===== src/rtl/stream_rr_arbiter.sv =====
// Packet-level round-robin arbiter: shares one AXI-stream sink between NUM_SRC sources.
// A grant is held from the first beat through t_last, so packets are never interleaved.
module stream_rr_arbiter #(
  parameter int unsigned NUM_SRC    = 4,
  parameter int unsigned DATA_WIDTH = 64,
  parameter int unsigned USER_WIDTH = 1,
  parameter int unsigned DEST_WIDTH = 4
) (
  input  logic                             aclk,
  input  logic                             areset,
  input  logic [NUM_SRC-1:0]               src_en,
  input  logic [NUM_SRC-1:0]               src_valid,
  output logic [NUM_SRC-1:0]               src_ready,
  input  logic [NUM_SRC*DATA_WIDTH-1:0]    src_data,
  input  logic [NUM_SRC-1:0]               src_last,
  input  logic [NUM_SRC*USER_WIDTH-1:0]    src_user,
  output logic                             dst_valid,
  input  logic                             dst_ready,
  output logic [DATA_WIDTH-1:0]            dst_data,
  output logic                             dst_last,
  output logic [USER_WIDTH-1:0]            dst_user,
  output logic [DEST_WIDTH-1:0]            dst_dest,
  output logic                             busy,
  output logic [DEST_WIDTH-1:0]            grant_idx
);

  localparam int unsigned IDX_W = (NUM_SRC > 1) ? $clog2(NUM_SRC) : 1;

  typedef enum logic {IDLE, LOCKED} state_t;

  state_t                  state;
  logic [IDX_W-1:0]        ptr;
  logic [IDX_W-1:0]        g;
  logic [IDX_W-1:0]        nxt_g;
  logic [NUM_SRC-1:0]      req;
  logic                    sel_valid;
  logic                    sel_last;
  logic [DATA_WIDTH-1:0]   sel_data;
  logic [USER_WIDTH-1:0]   sel_user;
  logic                    out_free;
  logic                    accept;

  // Mux the granted source onto a single beat
  always_comb begin
    sel_valid = 1'b0;
    sel_last  = 1'b0;
    sel_data  = '0;
    sel_user  = '0;
    for (int unsigned i = 0; i < NUM_SRC; i++) begin
      if (IDX_W'(i) == g) begin
        sel_valid = src_valid[i];
        sel_last  = src_last[i];
        sel_data  = src_data[i*DATA_WIDTH +: DATA_WIDTH];
        sel_user  = src_user[i*USER_WIDTH +: USER_WIDTH];
      end
    end
  end

  // First requester strictly after ptr, wrapping modulo NUM_SRC
  always_comb begin
    logic        found;
    int unsigned idx;
    req   = src_valid & src_en;
    nxt_g = '0;
    found = 1'b0;
    for (int unsigned k = 1; k <= NUM_SRC; k++) begin
      idx = 32'(ptr) + k;
      if (idx >= NUM_SRC) idx = idx - NUM_SRC;
      for (int unsigned j = 0; j < NUM_SRC; j++) begin
        if (!found && (j == idx) && req[j]) begin
          found = 1'b1;
          nxt_g = IDX_W'(j);
        end
      end
    end
  end

  assign out_free = !dst_valid || dst_ready;
  assign accept   = (state == LOCKED) && sel_valid && out_free;

  always_comb begin
    src_ready = '0;
    for (int unsigned i = 0; i < NUM_SRC; i++) begin
      src_ready[i] = (state == LOCKED) && (IDX_W'(i) == g) && out_free;
    end
  end

  assign busy      = (state == LOCKED);
  assign grant_idx = DEST_WIDTH'(g);

  always_ff @(posedge aclk) begin
    if (areset) begin
      state     <= IDLE;
      ptr       <= IDX_W'(NUM_SRC - 1);
      g         <= '0;
      dst_valid <= 1'b0;
      dst_data  <= '0;
      dst_last  <= 1'b0;
      dst_user  <= '0;
      dst_dest  <= '0;
    end else begin
      case (state)
        IDLE: begin
          if (|req) begin
            g     <= nxt_g;
            state <= LOCKED;
          end
        end
        LOCKED: begin
          if (accept && sel_last) begin
            state <= IDLE;
            ptr   <= g;
          end
        end
        default: state <= IDLE;
      endcase

      // Output register: a new load replaces any beat being handed off this cycle
      if (accept) begin
        dst_valid <= 1'b1;
        dst_data  <= sel_data;
        dst_last  <= sel_last;
        dst_user  <= sel_user;
        dst_dest  <= DEST_WIDTH'(g);
      end else if (dst_ready) begin
        dst_valid <= 1'b0;
      end
    end
  end

endmodule

===== config.mk =====
export PLATFORM = sky130hd
export DESIGN_NAME = stream_rr_arbiter
export DESIGN_NICKNAME = d
export VERILOG_FILES = /design/src/rtl/stream_rr_arbiter.sv
export SDC_FILE = /design/constraint.sdc
export NUM_CORES = 1
export LEC_CHECK = 0
export ABC_CLOCK_PERIOD_IN_PS = 4070
export CAP_MARGIN = 20
export CORE_AREA = 2 2 139 141
export CTS_BUF_LIST = sky130_fd_sc_hd__clkbuf_16
export DETAILED_ROUTE_END_ITERATION = 8
export DIE_AREA = 0 0 141 143
export MAX_ROUTING_LAYER = met4
export PLACE_DENSITY = 0.7
export SYNTH_ARGS = -nofsm -noshare
export SYNTH_HDL_FRONTEND = slang
export SYNTH_SLANG_ARGS = --single-unit

===== constraint.sdc =====
create_clock -name aclk -period 4.07 [get_ports aclk]
set_input_delay 0.407 -clock aclk [delete_from_list [all_inputs] [get_ports aclk]]
set_output_delay 0.407 -clock aclk [all_outputs]
set_load 0.01 [all_outputs]

==> results.cfg, run 1 <==
[status]
status = completed

[clock_tree]
clkSlewWorstSetupHoldPaths_ns = 0.06
post_cts_resized = 0
numCtsBuffers = 9
ctsHtreeMaxLevel = 3
cts_buffer_depth = 2
insertion_delay_ns = 0.33
cts.sinks = 74
cts_setup_buffers = 0
cts_hold_buf = 0
root_buffer = clkbuf_16
cts_tree = built

[route]
via_count = 4677
drt-total-wl_um = 16700
drtIter0Drc = 240
via_per_inst = 4.69
drtAntennaViolNets = 0
wl_per_cell_um = 16.7
first_pass_iters = 4
remaining_drc_errors = 0

[setup_path]
timing.rr.end = dst_data[41]
r2r_slack_ns = 1.82
crit_arrival_ns = 2.11
crit_type = in2out
required_ns = 3.66
slowest_stage = clkdlybuf4s50_1
reg2reg_depth = 5
endpoint_kind = output port
rr_startpoint = g[1]
critPathMaxFanout = 7
worstPathCellList = clkdlybuf4s50_1 > nand2b_1 > nand2_1 > nor3b_1 > clkdlybuf4s50_1
cpMostUsedCell = clkdlybuf4s50_1
cp_slowest_stage_delay_ns = 0.59
start_kind = input port

[final_layout]
layout_common_cells = clkdlybuf4s50_1 (349), nand2_1 (140), a21oi_1 (73)
fin_nets = 1034
multiInputGateArea_mm2 = 0.00264
antennaDiodeCount = 0
final_layout_size_suffix_gt1_frac = 0.121
final_common_cell = clkdlybuf4s50_1
seq_area_mm2 = 0.00149
fill_cells = 1799
syn_to_final_growth_pct = 89.2

[sta]
fin_worst_skew_ns = 0.00415
finalCritPeriodShare = 0.618
hold_viol = 0
finalSetupTns_ns = 0
worst_pin_slew_ns = 0.793
final_max_slew_viol_count = 0
timing.fmax_mhz = 398
slew_headroom = 0.471
layout_min_cycle_time_ns = 2.52
whs_ns = 0.451
rsz0062_at_grt = false
finalSetupViolations = 0

[synthesis]
synth_area_mm2 = 0.00437
yosysUniqueCellTypes = 32
synth_warnings = 0
synthCells = 433
synth_enable_flop_cells = 0
synth_largest_area_cell = mux4_2
avgSynthCellArea_um2 = 10.1
seq_area_frac_synth = 0.339
synth_top_area_frac = 0.345
synth.area.top_cells = mux4_2 (35%), dfxtp_1 (34%), nand2_1 (12%)
ys_seq_elements = 74
synthArstFlopShare = 0
ys.flop_type = dfxtp_1

[power_and_ir_drop]
power.switching_uw = 682
clkPwrFrac = 0.318
power_density_mw_per_mm2 = 307
swShare = 0.268
intPower_uw = 1860
combPwrFrac = 0.355
p_leak_uw = 0.00279
ir_worst_vdd_uv = 174
pwr-share-seq = 0.327

[flow_run]
cap_violations = 0

[floorplan]
die_area_mm2 = 0.0202
io_pins = 355
core_area_mm2 = 0.0186
die_y_um = 143
start_util = 0.235
rows = 50
fp.dieW_um = 141

[hold_path]
min_path_type = reg2reg
hold_end = dst_data[55]
min_path_cells = 2
min_from = dst_data[55]

[grt]
overflow = 0
antenna_found_initial = 0
grt_pass1_wl_um = 25000
grt_max_degree = 67
grt_pass1_vias = 4779
grt.total_usage = 0.165

[placed_design]
hpwl_um = 13300
finalWeightedCongestion = 0.884
numPortBuffers = 350
layout make-up:
class                   count  area share
flip-flops and latches     74       0.180
repair buffers            355       0.428
clock buffers              10      0.0303
clock inverters             5     0.00636
well taps                 234      0.0354
multi-input cells         318       0.320
inverters                   1    0.000454
synth_stat cells (2+ instances only):
library cell	n
clkbuf_1	10
mux4_2	67
dfxtp_1	74
nor3b_1	2
nor3_1	3
a21oi_1	73
buf_4	7
buf_6	5
nand2_1	140
and3_1	2
a22oi_1	2
buf_2	21
nor2_1	8
worst max-delay path by stage:
stage	start	endpoint	slack, ns
global route	src_valid[3]	dst_data[41]	1.40
floorplan	g[0]	dst_data[51]	2.39
global placement	src_valid[3]	dst_data[42]	1.27
CTS	g[0]	src_ready[3]	1.51
finish	dst_ready	src_ready[2]	1.55
detailed placement	src_valid[3]	dst_data[41]	1.21
cell families after synthesis:
family	Yosys count	share of synthesized area
simple gates	160	0.147
compound gates	85	0.105
flops	74	0.339
other cells	1	0.000858
buf+inv	44	0.0584
mux	69	0.350
registers in the layout, indices dropped and copies added (netlist names):
signal / count
g: 2
dst_last: 1
busy: 1
ptr: 2
dst_valid: 1
dst_user: 1
dst_data: 64
dst_dest: 2
worst max-delay path, delay by kind of cell:
kind / cells / cell delay, ns
buf+inv: 2 / 1.04
simple gates: 3 / 0.67
metal layers:
layer  up-vias  share of wire  global-route usage
met3        26          0.072              0.0426
met4         0          0.024              0.0611
met2       218           0.53               0.297
met5         -              0                   -
met1      2209           0.37               0.176
li1       2224              -                   -
stage by stage:
step | setup slack [ns] | utilization | total power [uW] | area, um2 | cells
after detailed placement | 1.21 | 0.429 | 1770 | 7970 | 982
after global routing | 1.40 | 0.445 | 2690 | 8270 | 997
final | 1.55 | 0.445 | 2540 | 8270 | 997
after CTS | 1.51 | 0.445 | 2590 | 8270 | 997
after global placement | 1.27 | 0.429 | 1760 | 7970 | 982
after floorplan | 2.39 | - | 1300 | 4380 | 436
power groups by stage:
stage / clock network [uW] / logic, uW / registers, uW
floorplan: 0 / 442 / 862
global placement: 0 / 910 / 846
detailed placement: 0 / 918 / 848
CTS: 837 / 921 / 832
global route: 876 / 973 / 841
finish: 808 / 902 / 832
Note: power is estimated with default switching activity, not from simulation.
==> run 2: changes to the inputs <==
==> config.mk (replaced) <==
export PLATFORM = sky130hd
export DESIGN_NAME = stream_rr_arbiter
export DESIGN_NICKNAME = d
export VERILOG_FILES = /design/src/rtl/stream_rr_arbiter.sv
export SDC_FILE = /design/constraint.sdc
export NUM_CORES = 1
export LEC_CHECK = 0
export ABC_CLOCK_PERIOD_IN_PS = 2400
export CAP_MARGIN = 20
export CORE_AREA = 2 2 137 139
export CTS_BUF_LIST = sky130_fd_sc_hd__clkbuf_16
export DETAILED_ROUTE_END_ITERATION = 8
export DIE_AREA = 0 0 139 141
export MAX_ROUTING_LAYER = met4
export PLACE_DENSITY = 0.72
export SYNTH_ARGS = -nofsm -noshare
export SYNTH_HDL_FRONTEND = slang
export SYNTH_SLANG_ARGS = --single-unit
==> constraint.sdc (replaced) <==
create_clock -name aclk -period 2.4 [get_ports aclk]
set_input_delay 0.24 -clock aclk [delete_from_list [all_inputs] [get_ports aclk]]
set_output_delay 0.24 -clock aclk [all_outputs]
set_load 0.01 [all_outputs]
==> run 2 against run 1 <==
- final cell count grew 0.30%
- worst setup slack lost 1.3 ns
- power grew 68%
- via count is 0.41% lower
- sequential power rose by 71%
- clock power increased by 62%
- worst hold slack lost 0.16 ns
- non-clock buffer count increased by 2
- critical endpoint unchanged
- combinational power is 72% higher
- largest power group unchanged
==> results.cfg, run 2 (synthesis gave the netlist of run 1 again) <==
[route]
via_count = 4658
drt-total-wl_um = 16100
wl_per_cell_um = 16.1
via_per_inst = 4.66
first_pass_iters = 5
remaining_drc_errors = 0
drtIter0Drc = 184
drtAntennaViolNets = 0

[setup_path]
endpoint_kind = output port
worstPathCellList = clkdlybuf4s50_1 > nand2b_1 > nand2_1 > nor3b_1 > clkdlybuf4s50_1
cp_slowest_stage_delay_ns = 0.57
required_ns = 2.16
timing.rr.end = dst_data[18]
cpMostUsedCell = clkdlybuf4s50_1
r2r_slack_ns = 0.46
cpLargestDelayFamily = buffers and inverters
start_kind = input port
critPathBufInv = 2
slowest_stage = clkdlybuf4s50_1
reg2reg_depth = 4
crit_path_start = dst_ready
crit_type = in2out
rr_startpoint = g[1]
critPathMaxFanout = 7
crit_arrival_ns = 1.89

[grt]
grt_pass1_wl_um = 24500
grt.total_usage = 0.162
grt_pass1_vias = 4662
grt_max_degree = 68
overflow = 0
antenna_found_initial = 0

[power_and_ir_drop]
p_leak_uw = 0.00282
ir_worst_vdd_uv = 284
power_density_mw_per_mm2 = 514

[sta]
timing.fmax_mhz = 469
finalSetupViolations = 0
slew_headroom = 0.507
fin_worst_skew_ns = 0.00945
finalSetupTns_ns = 0
layout_min_cycle_time_ns = 2.13
final_max_slew_viol_count = 0
hold_viol = 0
whs_ns = 0.295
worst_pin_slew_ns = 0.739
rsz0062_at_grt = false
fin_ws_ns = 0.266
finalCritPeriodShare = 0.889

[clock_tree]
insertion_delay_ns = 0.33
cts_buffer_depth = 2
cts.sinks = 74
numCtsBuffers = 9
post_cts_resized = 0
clkSlewWorstSetupHoldPaths_ns = 0.05
cts_hold_buf = 0
ctsHtreeMaxLevel = 3
root_buffer = clkbuf_16
cts_setup_buffers = 0
cts_tree = built

[placed_design]
hpwl_um = 12800
finalWeightedCongestion = 0.796
dp_slack_ns = 0.198
numPortBuffers = 350
place_area_mm2 = 0.00803

[floorplan]
die_area_mm2 = 0.0196
fp.dieW_um = 139
die_y_um = 141
io_pins = 355
core_area_mm2 = 0.0183
rows = 50
start_util = 0.239

[hold_path]
min_from = areset
min_path_cells = 2
hold_end = busy
min_path_type = in2reg

[final_layout]
layout_common_cells = clkdlybuf4s50_1 (349), nand2_1 (140), a21oi_1 (73)
antennaDiodeCount = 0
fill_cells = 1771
largest_register_ffs = 64
largest_register = dst_data
fin_nets = 1036
final_common_cell = clkdlybuf4s50_1
syn_to_final_growth_pct = 90.3
postLayoutCellArea_mm2 = 0.00832
final_layout_size_suffix_gt1_frac = 0.124

[status]
status = completed

[flow_run]
cap_violations = 0
## run 2: area by class of cell
type | count | area [um2] | share of cell area
timing repair buffer | 357 | 3600 | 0.433
multi-input combinational | 318 | 2640 | 0.318
sequential | 74 | 1490 | 0.179
tap | 234 | 293 | 0.0352
clock buffer | 9 | 225 | 0.0271
clock inverter | 7 | 61.3 | 0.00737
inverter | 1 | 3.75 | 0.000451
## run 2: layer usage
metal / vias to the layer above / GRT usage / part of all wire
met4: 0 / 0.0558 / 0.019
li1: 2231 / - / -
met1: 2211 / 0.190 / 0.40
met2: 195 / 0.275 / 0.52
met3: 21 / 0.0374 / 0.068
met5: - / - / 0
## run 2: worst max-delay path by stage
stage | endpoint | slack [ns] | cells past startpoint
3_5_place_dp | dst_data[18] | 0.20 | 5
2_1_floorplan | dst_data[51] | 0.72 | 6
3_3_place_gp | dst_data[59] | 0.23 | 5
6_report | src_ready[2] | 0.27 | 5
4_1_cts | src_ready[2] | 0.28 | 5
5_1_grt | src_ready[1] | 0.17 | 5
## run 2: per-stage QoR
stage,utilization,total power [uW],std cells
after floorplan,-,2210,436
after global placement,0.440,3000,984
after detailed placement,0.440,3020,984
after CTS,0.455,4370,1000
after global routing,0.455,4510,1000
final,0.455,4280,1000
## run 2: power breakdown
group / switching [uW] / internal (uW) / total [uW]
logic: 565 / 987 / 1550
clock network: 513 / 794 / 1310
registers: 80.4 / 1340 / 1420
